--- src/rtl/acla_pipe_adder_if.sv ---
// acla_pipe_adder_if: operand/result valid-ready bus for acla_pipe_adder.
// The master modport is for the testbench; the slave modport is for the adder.
interface acla_pipe_adder_if #(
  parameter int WIDTH = 32,
  parameter int CNT_W = 16
);
  logic             in_valid;
  logic             in_ready;
  logic [WIDTH-1:0] a;
  logic [WIDTH-1:0] b;
  logic             cin;
  logic             mode;
  logic             out_valid;
  logic             out_ready;
  logic [WIDTH-1:0] sum;
  logic             cout;
  logic             err;
  logic [CNT_W-1:0] err_cnt;
  modport master (
    output in_valid, a, b, cin, mode, out_ready,
    input  in_ready, out_valid, sum, cout, err, err_cnt
  );
  modport slave (
    input  in_valid, a, b, cin, mode, out_ready,
    output in_ready, out_valid, sum, cout, err, err_cnt
  );
endinterface

--- src/rtl/acla_pipe_adder.sv ---
// acla_pipe_adder: handshaked block-speculative adder with approximate/accurate modes.
// Define ACLA_ERR_CNT_EN to build the saturating speculation-error counter; otherwise err_cnt is tied to 0.
module acla_pipe_adder #(
  parameter int WIDTH = 32,
  parameter int BLK   = 8,
  parameter int CNT_W = 16
) (
  input logic              clk,
  input logic              rst_n,
  acla_pipe_adder_if.slave bus
);
  localparam int NB = WIDTH / BLK;
  if (WIDTH % BLK != 0 || BLK < 2) begin : g_bad_cfg
    $error("acla_pipe_adder: WIDTH must be a multiple of BLK and BLK must be >= 2");
  end
  typedef enum logic [1:0] {IDLE, EVAL, CORR, OUT} state_t;
  state_t           state_q, state_d;
  logic             ph_q, ph_d;
  logic [WIDTH-1:0] a_q, a_d, b_q, b_d;
  logic             cin_q, cin_d, mode_q, mode_d;
  logic [WIDTH-1:0] apx_sum_q, apx_sum_d, ex_sum_q, ex_sum_d;
  logic             apx_cout_q, apx_cout_d, ex_cout_q, ex_cout_d, mis_q, mis_d;
  logic [WIDTH-1:0] sum_q, sum_d;
  logic             cout_q, cout_d, err_q, err_d;
  logic [NB-1:0]    c_spec, c_true;
  logic [WIDTH-1:0] spec_sum, exact_sum;
  logic             spec_cout, exact_cout, spec_err;
  assign c_spec[0] = cin_q;
  for (genvar k = 0; k < NB; k++) begin : g_blk
    logic [BLK:0] g_add;
    assign g_add = {1'b0, a_q[k*BLK +: BLK]} + {1'b0, b_q[k*BLK +: BLK]};
    assign spec_sum[k*BLK +: BLK] = g_add[BLK-1:0] + BLK'(c_spec[k]);
    assign c_true[k] = a_q[k*BLK] ^ b_q[k*BLK] ^ exact_sum[k*BLK];
    // a block's generate (carry-in forced to 0) becomes the next block's guess
    if (k == NB - 1) begin : g_top
      assign spec_cout = g_add[BLK] | (c_spec[k] & (&g_add[BLK-1:0]));
    end else begin : g_fwd
      assign c_spec[k+1] = g_add[BLK];
    end
  end
  assign {exact_cout, exact_sum} = {1'b0, a_q} + {1'b0, b_q} + (WIDTH+1)'(cin_q);
  assign spec_err = |(c_spec ^ c_true);
  always_comb begin
    state_d    = state_q;
    ph_d       = ph_q;
    a_d        = a_q;
    b_d        = b_q;
    cin_d      = cin_q;
    mode_d     = mode_q;
    apx_sum_d  = apx_sum_q;
    apx_cout_d = apx_cout_q;
    ex_sum_d   = ex_sum_q;
    ex_cout_d  = ex_cout_q;
    mis_d      = mis_q;
    sum_d      = sum_q;
    cout_d     = cout_q;
    err_d      = err_q;
    case (state_q)
      IDLE: if (bus.in_valid) begin
        a_d     = bus.a;
        b_d     = bus.b;
        cin_d   = bus.cin;
        mode_d  = bus.mode;
        ph_d    = 1'b0;
        state_d = EVAL;
      end
      // first EVAL cycle registers both candidate results, second one picks
      EVAL: if (!ph_q) begin
        apx_sum_d  = spec_sum;
        apx_cout_d = spec_cout;
        ex_sum_d   = exact_sum;
        ex_cout_d  = exact_cout;
        mis_d      = spec_err;
        ph_d       = 1'b1;
      end else if (mis_q && mode_q) begin
        state_d = CORR;
      end else begin
        sum_d   = apx_sum_q;
        cout_d  = apx_cout_q;
        err_d   = mis_q;
        state_d = OUT;
      end
      CORR: begin
        sum_d   = ex_sum_q;
        cout_d  = ex_cout_q;
        err_d   = 1'b1;
        state_d = OUT;
      end
      OUT: state_d = bus.out_ready ? IDLE : OUT;
      default: state_d = IDLE;
    endcase
  end
  always_ff @(posedge clk) begin
    if (!rst_n) begin
      state_q    <= IDLE;
      ph_q       <= 1'b0;
      a_q        <= '0;
      b_q        <= '0;
      cin_q      <= 1'b0;
      mode_q     <= 1'b0;
      apx_sum_q  <= '0;
      apx_cout_q <= 1'b0;
      ex_sum_q   <= '0;
      ex_cout_q  <= 1'b0;
      mis_q      <= 1'b0;
      sum_q      <= '0;
      cout_q     <= 1'b0;
      err_q      <= 1'b0;
    end else begin
      state_q    <= state_d;
      ph_q       <= ph_d;
      a_q        <= a_d;
      b_q        <= b_d;
      cin_q      <= cin_d;
      mode_q     <= mode_d;
      apx_sum_q  <= apx_sum_d;
      apx_cout_q <= apx_cout_d;
      ex_sum_q   <= ex_sum_d;
      ex_cout_q  <= ex_cout_d;
      mis_q      <= mis_d;
      sum_q      <= sum_d;
      cout_q     <= cout_d;
      err_q      <= err_d;
    end
  end
  assign bus.in_ready  = state_q == IDLE;
  assign bus.out_valid = state_q == OUT;
  assign bus.sum       = sum_q;
  assign bus.cout      = cout_q;
  assign bus.err       = err_q;
`ifdef ACLA_ERR_CNT_EN
  logic [CNT_W-1:0] cnt_q, cnt_d;
  logic             hit;
  assign hit = state_q != OUT && state_d == OUT && err_d;
  always_comb cnt_d = (hit && cnt_q != '1) ? cnt_q + CNT_W'(1) : cnt_q;
  always_ff @(posedge clk) begin
    if (!rst_n) cnt_q <= '0;
    else        cnt_q <= cnt_d;
  end
  assign bus.err_cnt = cnt_q;
`else
  assign bus.err_cnt = '0;
`endif
endmodule
--- src/flat_wrapper.sv ---
// flat-port wrapper written by rule: the top's interface ports become plain ports
module acla_pipe_adder_flat 
#(
  parameter int WIDTH = 32,
  parameter int BLK   = 8,
  parameter int CNT_W = 16
)
  (clk, rst_n, bus_in_valid, bus_a, bus_b, bus_cin, bus_mode, bus_out_ready, bus_in_ready, bus_out_valid, bus_sum, bus_cout, bus_err, bus_err_cnt);
  acla_pipe_adder_if #(.WIDTH(WIDTH), .CNT_W(CNT_W)) bus_i ();
  input logic clk;
  input logic rst_n;
  input wire logic [$bits(bus_i.in_valid)-1:0] bus_in_valid;
  input wire logic [$bits(bus_i.a)-1:0] bus_a;
  input wire logic [$bits(bus_i.b)-1:0] bus_b;
  input wire logic [$bits(bus_i.cin)-1:0] bus_cin;
  input wire logic [$bits(bus_i.mode)-1:0] bus_mode;
  input wire logic [$bits(bus_i.out_ready)-1:0] bus_out_ready;
  output wire logic [$bits(bus_i.in_ready)-1:0] bus_in_ready;
  output wire logic [$bits(bus_i.out_valid)-1:0] bus_out_valid;
  output wire logic [$bits(bus_i.sum)-1:0] bus_sum;
  output wire logic [$bits(bus_i.cout)-1:0] bus_cout;
  output wire logic [$bits(bus_i.err)-1:0] bus_err;
  output wire logic [$bits(bus_i.err_cnt)-1:0] bus_err_cnt;
  assign bus_i.in_valid = bus_in_valid;
  assign bus_i.a = bus_a;
  assign bus_i.b = bus_b;
  assign bus_i.cin = bus_cin;
  assign bus_i.mode = bus_mode;
  assign bus_i.out_ready = bus_out_ready;
  assign bus_in_ready = bus_i.in_ready;
  assign bus_out_valid = bus_i.out_valid;
  assign bus_sum = bus_i.sum;
  assign bus_cout = bus_i.cout;
  assign bus_err = bus_i.err;
  assign bus_err_cnt = bus_i.err_cnt;
  acla_pipe_adder #(.WIDTH(WIDTH), .BLK(BLK), .CNT_W(CNT_W)) u_core (.clk(clk), .rst_n(rst_n), .bus(bus_i));
endmodule
--- config.mk ---
export PLATFORM = sky130hd
export DESIGN_NAME = acla_pipe_adder_flat
export DESIGN_NICKNAME = d
export VERILOG_FILES = /design/src/rtl/acla_pipe_adder_if.sv /design/src/rtl/acla_pipe_adder.sv /design/src/flat_wrapper.sv
export SDC_FILE = /design/constraint.sdc
export NUM_CORES = 1
export LEC_CHECK = 0
export CORE_UTILIZATION = 55
export CTS_CLUSTER_DIAMETER = 50
export DETAILED_ROUTE_END_ITERATION = 16
export PLACE_DENSITY = 0.79
export SLEW_MARGIN = 15
export SYNTH_ARGS = -nofsm -noshare
export SYNTH_HDL_FRONTEND = slang
export SYNTH_SLANG_ARGS = --single-unit
--- constraint.sdc ---
create_clock -name clk -period 3.4 [get_ports clk]
set_input_delay 0.68 -clock clk [delete_from_list [all_inputs] [get_ports clk]]
set_output_delay 0.68 -clock clk [all_outputs]
set_load 0.02 [all_outputs]
==> flow_summary.toml, run 1 <==
[outcome]
status = "finished clean"

[sta]
setup_violations = 0
setup-tns-final_ns = 0
fin_crit_sh = 0.928
rsz0062_at_grt = "no"
clock_skew_ns = 0.00902
drv_slew = 0
worst_pin_slew_ns = 1.08
period_needed_ns = 3.16
max_freq_mhz = 317
slew_headroom = 0.283
hold_viol_final = 0

[worst_setup_path]
crit_type = "reg2reg"
cpLargestDelayFamily = "compound AO/OA/AOI/OAI gates"
critPathMostFrequentCell = "ha_1"
crit_required_ns = 3.72
cp-startpoint = "u_core.b_q[8]"
rr_startpoint = "u_core.b_q[8]"
startpoint_type = "register"
cp_slowest_cell = "fa_1"
crit_path_end_kind = "register"
arrival_ns = 3.48
cp_max_fo = 7
cp_num_buf_inv = 1
cp_cell_sequence = "ha_1 > inv_1 > fa_1 > nor2b_1 > o21ai_0 > a21o_1 > nand2_1 > ha_1 > and3_1 > nand4b_1 > o311a_1 > o31a_1"
slowest_delay_ns = 0.50

[cells_and_area]
stdcell_count = 1483
final_common_cell = "nand2_1"
final_cell_mix = "nand2_1 (209), dfxtp_1 (169), a21oi_1 (128)"
nNetsFinal = 1370
layout-drive-gt1-share = 0.0618
n_antenna_cell = 0
area_growth_pct = 18.4

[yosys]
netlist_area_mm2 = 0.00954
ys_async_sr_fraction = 0
yosysUniqueCellTypes = 72
synth-edff-count = 0
syn_avg_cell_area_um2 = 7.98
synth_cells = 1196
synth_ff_type = "dfxtp_1"
ys.warnings.count = 0
synth-seq-area-share = 0.354
ys_ff_latch = 169

[floorplanning]
core_area_mm2 = 0.0168
initial_utilization = 0.569
ioPinCount = 122
die_h_um = 134
rows = 47
die_w_um = 134
die_area_mm2 = 0.0179

[placement]
dp.cells = 1451
io_buffer_count = 105
dp_hpwl_mm = 17.8
gp_congestion = 0.900

[clocking]
cts_root_buffer = "clkbuf_16"
post_cts_resized = 0
clk_latency_ns = 0.43
post-cts-setup-buffers = 0
postCtsHoldBufs = 0
cts_buffers = 17
clkSinkCount = 169
clockBufferDepth = 2
clkTransAtPathRegs_ns = 0.07
htree_num_levels = 4
cts_tree = "built"

[grt]
grt_max_degree = 132
grt.total_usage = 0.283
grt_first_pass_wirelength_mm = 40.3
grt_pass1_vias = 7731
antenna_found_initial = 0
top_usage_layer = "met1"
met3_usage = 0.0392
overflow = 0
gr-usage-met1 = 0.445
grt_use_met2 = 0.398

[worst_hold_path]
min-delay-start = "u_core.ex_sum_q[14]"
hold_class = "reg2reg"

[detailed_routing]
viasPerCell = 5.80
totalWireLength_mm = 24.7
drtIter0Drc = 838
first_pass_iters = 5
drc_errors = 0
num_vias = 8607
wl_per_cell_um = 16.7
drt.antenna.violating_nets = 0

[power_and_ir_drop]
ir_drop_v = 0.000477
powerDensity_mw_per_mm2 = 770
p_leak_nw = 4.21

[job]
max_cap_viol_count = 0
==> worst register-to-register path, delay by kind of cell, from the launching register on <==
family | cells | cell delay, ns
compound gates | 4 | 1.00
fa+ha+maj | 3 | 0.92
simple gates | 4 | 0.74
buf+inv | 1 | 0.07
flops | 1 | 0.34
==> metal layers <==
| metal | up-vias | share of wire |
|---|---|---|
| met2 | 317 | 0.41 |
| li1 | 4344 | - |
| met4 | 0 | 0.011 |
| met1 | 3921 | 0.52 |
| met5 | - | 0 |
| met3 | 25 | 0.063 |
==> per-stage QoR <==
stage               utilization  power (mW)  hold slack (ns)  cell area (um^2)  worst slack, ns
detailed placement        0.635        6.50            0.443             10600            0.329
floorplan                     -        5.42            0.425              9600            0.621
CTS                       0.674        8.67            0.453             11300            0.286
global route              0.674        9.24            0.470             11300           0.0350
finish                    0.674        8.70            0.453             11300            0.243
global placement          0.635        6.44            0.437             10600            0.423
==> flip-flops by register name, summed over array words and instances (netlist names), 2 cells and up <==
signal,flops
u_core.a_q,32
u_core.apx_sum_q,31
u_core.state_q,2
u_core.ex_sum_q,32
u_core.b_q,32
u_core.bus.sum,32
==> logic make-up (layout without fill, tap and decap cells) <==
group,count (synthesis),after routing,synth area share
buf+inv,124,176,0.0593
flops,169,169,0.354
compound gates,342,342,0.234
simple gates,422,422,0.196
other cells,1,16,0.000393
mux,37,37,0.0389
fa+ha+maj,50,50,0.0703
xor+xnor,51,51,0.0468
==> worst paths after layout <==
path,to,slack (ns),depth (start not counted)
hold / removal,u_core.ex_sum_q[14],0.45,2
setup / recovery,u_core.apx_sum_q[23],0.24,12
hold reg to reg,u_core.ex_sum_q[14],0.45,2
setup reg to reg,u_core.apx_sum_q[23],0.24,12
==> synth_stat cells, types with 13 or more instances <==
master      n  area (um^2)
a21oi_1   128          641
dfxtp_1   169         3380
nand4_1    19          119
a21o_1     13         97.6
xnor2_1    39          342
inv_1      22         82.6
buf_4      18          135
buf_2      20          100
nor2_1     88          330
mux2i_1    36          360
clkbuf_1   50          188
nand3_1    26          130
o21ai_0    46          230
ha_1       44          551
a211oi_1   61          458
nor3_1     15         75.1
nand2_1   210          788
==> area by class of cell <==
class	instances	area, um^2
multi-input combinational	918	5680
fill	1472	5460
sequential	169	3380
timing repair buffer	121	1220
clock buffer	17	425
tap	220	275
clock inverter	15	230
inverter	23	88.8
==> where the power goes <==
| group | switching [mW] | internal [mW] | leakage, nW |
|---|---|---|---|
| clock | 0.894 | 1.27 | 0.318 |
| combinational | 2.27 | 1.44 | 2.51 |
| sequential | 0.318 | 2.51 | 1.38 |
Power figures use the tool's default switching activity.
==> inputs of run 2 (changes only) <==
--- a/config.mk
+++ b/config.mk
@@ -5,6 +5,8 @@
 export SDC_FILE = /design/constraint.sdc
 export NUM_CORES = 1
 export LEC_CHECK = 0
+export CAP_MARGIN = 20
+export CORE_MARGIN = 4
 export CORE_UTILIZATION = 55
 export CTS_CLUSTER_DIAMETER = 50
 export DETAILED_ROUTE_END_ITERATION = 16
==> run 2 against run 1 <==
Sequential power about the same. Largest power group unchanged. Critical path depth stayed put. Utilization down 0.91 points. Combinational power hardly changed. Sequential share of layout area up 0.30 points. Hold slack worse by 0.00056 ns. Power fell by 3.8%. Wire length barely moved. Sequential cell count unchanged. Clock skew fell by 0.0019 ns. Worst setup slack better by 0.11 ns.
==> flow_summary.toml, run 2 (synthesized netlist as in run 1, its figures left out) <==
[outcome]
status = "finished clean"

[floorplanning]
die_area_mm2 = 0.0195
initial_utilization = 0.567
core_area_mm2 = 0.0168
die_w_um = 140
ioPinCount = 122
die_h_um = 140
rows = 47

[worst_hold_path]
whs_path_depth = 2
min-delay-start = "u_core.apx_sum_q[25]"
whs_endpoint = "u_core.apx_sum_q[25]"
hold_class = "reg2reg"

[detailed_routing]
drt.antenna.violating_nets = 0
viasPerCell = 5.85
drc_errors = 0
drtIter0Drc = 919
first_pass_iters = 5
num_vias = 8658
wl_per_cell_um = 16.7
totalWireLength_mm = 24.7

[placement]
gp_congestion = 0.969
dp.cells = 1449
dp_hpwl_mm = 18.5
io_buffer_count = 105

[sta]
clock_skew_ns = 0.00708
rsz0062_at_grt = "no"
max_freq_mhz = 328
whs_ns = 0.453
fin_crit_sh = 0.896
period_needed_ns = 3.05
worst_pin_slew_ns = 1.06
drv_slew = 0
setup-tns-final_ns = 0
slew_headroom = 0.295
setup_violations = 0
hold_viol_final = 0

[clocking]
clkSinkCount = 169
post-cts-setup-buffers = 0
postCtsHoldBufs = 0
clockBufferDepth = 2
post_cts_resized = 0
cts_buffers = 17
cts_tree = "built"
clkTransAtPathRegs_ns = 0.07
clk_latency_ns = 0.43
cts_root_buffer = "clkbuf_16"
htree_num_levels = 4

[cells_and_area]
layout-drive-gt1-share = 0.0603
final_common_cell = "nand2_1"
nNetsFinal = 1368
n_antenna_cell = 0
area_growth_pct = 17.2
utilization = 0.665
final_cell_mix = "nand2_1 (209), dfxtp_1 (169), a21oi_1 (128)"
stdcell_count = 1481

[worst_setup_path]
cp_max_fo = 7
crit_required_ns = 3.72
cp_cell_sequence = "ha_1 > inv_1 > fa_2 > nor2b_1 > o21ai_0 > a21o_1 > nand2_1 > ha_1 > and3_1 > nand4b_1 > o311a_1 > o31a_1"
critPathMostFrequentCell = "ha_1"
arrival_ns = 3.36
r2r_slack_ns = 0.35
crit_path_end_kind = "register"
cp_slowest_cell = "fa_2"
rr_startpoint = "u_core.b_q[8]"
crit_type = "reg2reg"
r2r_end = "u_core.apx_sum_q[23]"
slowest_delay_ns = 0.41
rr_worst_depth = 12
startpoint_type = "register"

[power_and_ir_drop]
powerDensity_mw_per_mm2 = 748
p_leak_nw = 4.15
ir_drop_v = 0.000612

[grt]
grt_max_degree = 80
overflow = 0
grt_pass1_vias = 7879
grt_first_pass_wirelength_mm = 40.8
antenna_found_initial = 0
grt.total_usage = 0.251

[job]
max_cap_viol_count = 0
[run 2: cell count changes in the layout (fill, tap and decap cells not counted), sizes merged]
cell,delta
bufinv,-4
clkinv,+5
inv,-4
buf,-2
clkbuf,+3
[run 2: layout make-up]
type | count | area [um^2]
sequential | 169 | 3380
multi-input combinational | 918 | 5680
clock inverter | 12 | 110
inverter | 23 | 88.8
tap | 220 | 275
timing repair buffer | 119 | 1190
clock buffer | 20 | 457
fill | 1501 | 5630
[run 2: how the worst max path moves through the flow]
stage / start / to / slack [ns] / cells after the start
final: u_core.b_q[8] / u_core.apx_sum_q[23] / 0.35 / 12
after global routing: u_core.b_q[16] / u_core.apx_sum_q[30] / 0.08 / 13
after CTS: u_core.b_q[8] / u_core.apx_sum_q[23] / 0.29 / 12
after detailed placement: u_core.b_q[8] / u_core.apx_sum_q[23] / 0.34 / 12
after global placement: u_core.b_q[8] / u_core.apx_sum_q[23] / 0.41 / 12
after floorplan: u_core.b_q[8] / u_core.apx_sum_q[23] / 0.62 / 13
[run 2: critical path: cells and delay by family (launching register included)]
family | cells | cell delay, ns
AOI/OAI and AO/OA | 4 | 0.97
buffers and inverters | 1 | 0.07
adders and majority gates | 3 | 0.81
DFF | 1 | 0.35
and+or+nand+nor | 4 | 0.73
[run 2: layer usage]
metal,share of wire,global-route usage,vias up
met1,0.51,0.398,3976
li1,-,-,4334
met2,0.40,0.351,323
met4,0.013,0.0658,0
met3,0.070,0.0391,25
met5,0,0,-
[run 2: where the power goes]
group / switching, mW / internal [mW] / leakage (nW)
clock network: 0.854 / 0.997 / 0.277
registers: 0.315 / 2.51 / 1.38
logic: 2.26 / 1.43 / 2.49
[run 2: stage by stage]
| stage | setup WS, ns | area (um^2) | power, mW |
|---|---|---|---|
| 6_report | 0.353 | 11200 | 8.37 |
| 5_1_grt | 0.0767 | 11200 | 8.93 |
| 4_1_cts | 0.288 | 11200 | 8.35 |
| 3_5_place_dp | 0.338 | 10600 | 6.49 |
| 3_3_place_gp | 0.414 | 10600 | 6.41 |
| 2_1_floorplan | 0.621 | 9600 | 5.42 |
==> inputs of run 3 (changes only) <==
--- a/config.mk
+++ b/config.mk
@@ -11,6 +11,7 @@
 export CTS_CLUSTER_DIAMETER = 50
 export DETAILED_ROUTE_END_ITERATION = 16
 export PLACE_DENSITY = 0.79
+export SKIP_CTS_REPAIR_TIMING = 1
 export SLEW_MARGIN = 15
 export SYNTH_ARGS = -nofsm -noshare
 export SYNTH_HDL_FRONTEND = slang
==> results of run 3 <==
No change in the layout: final DEF, timing and power equal those of run 2.
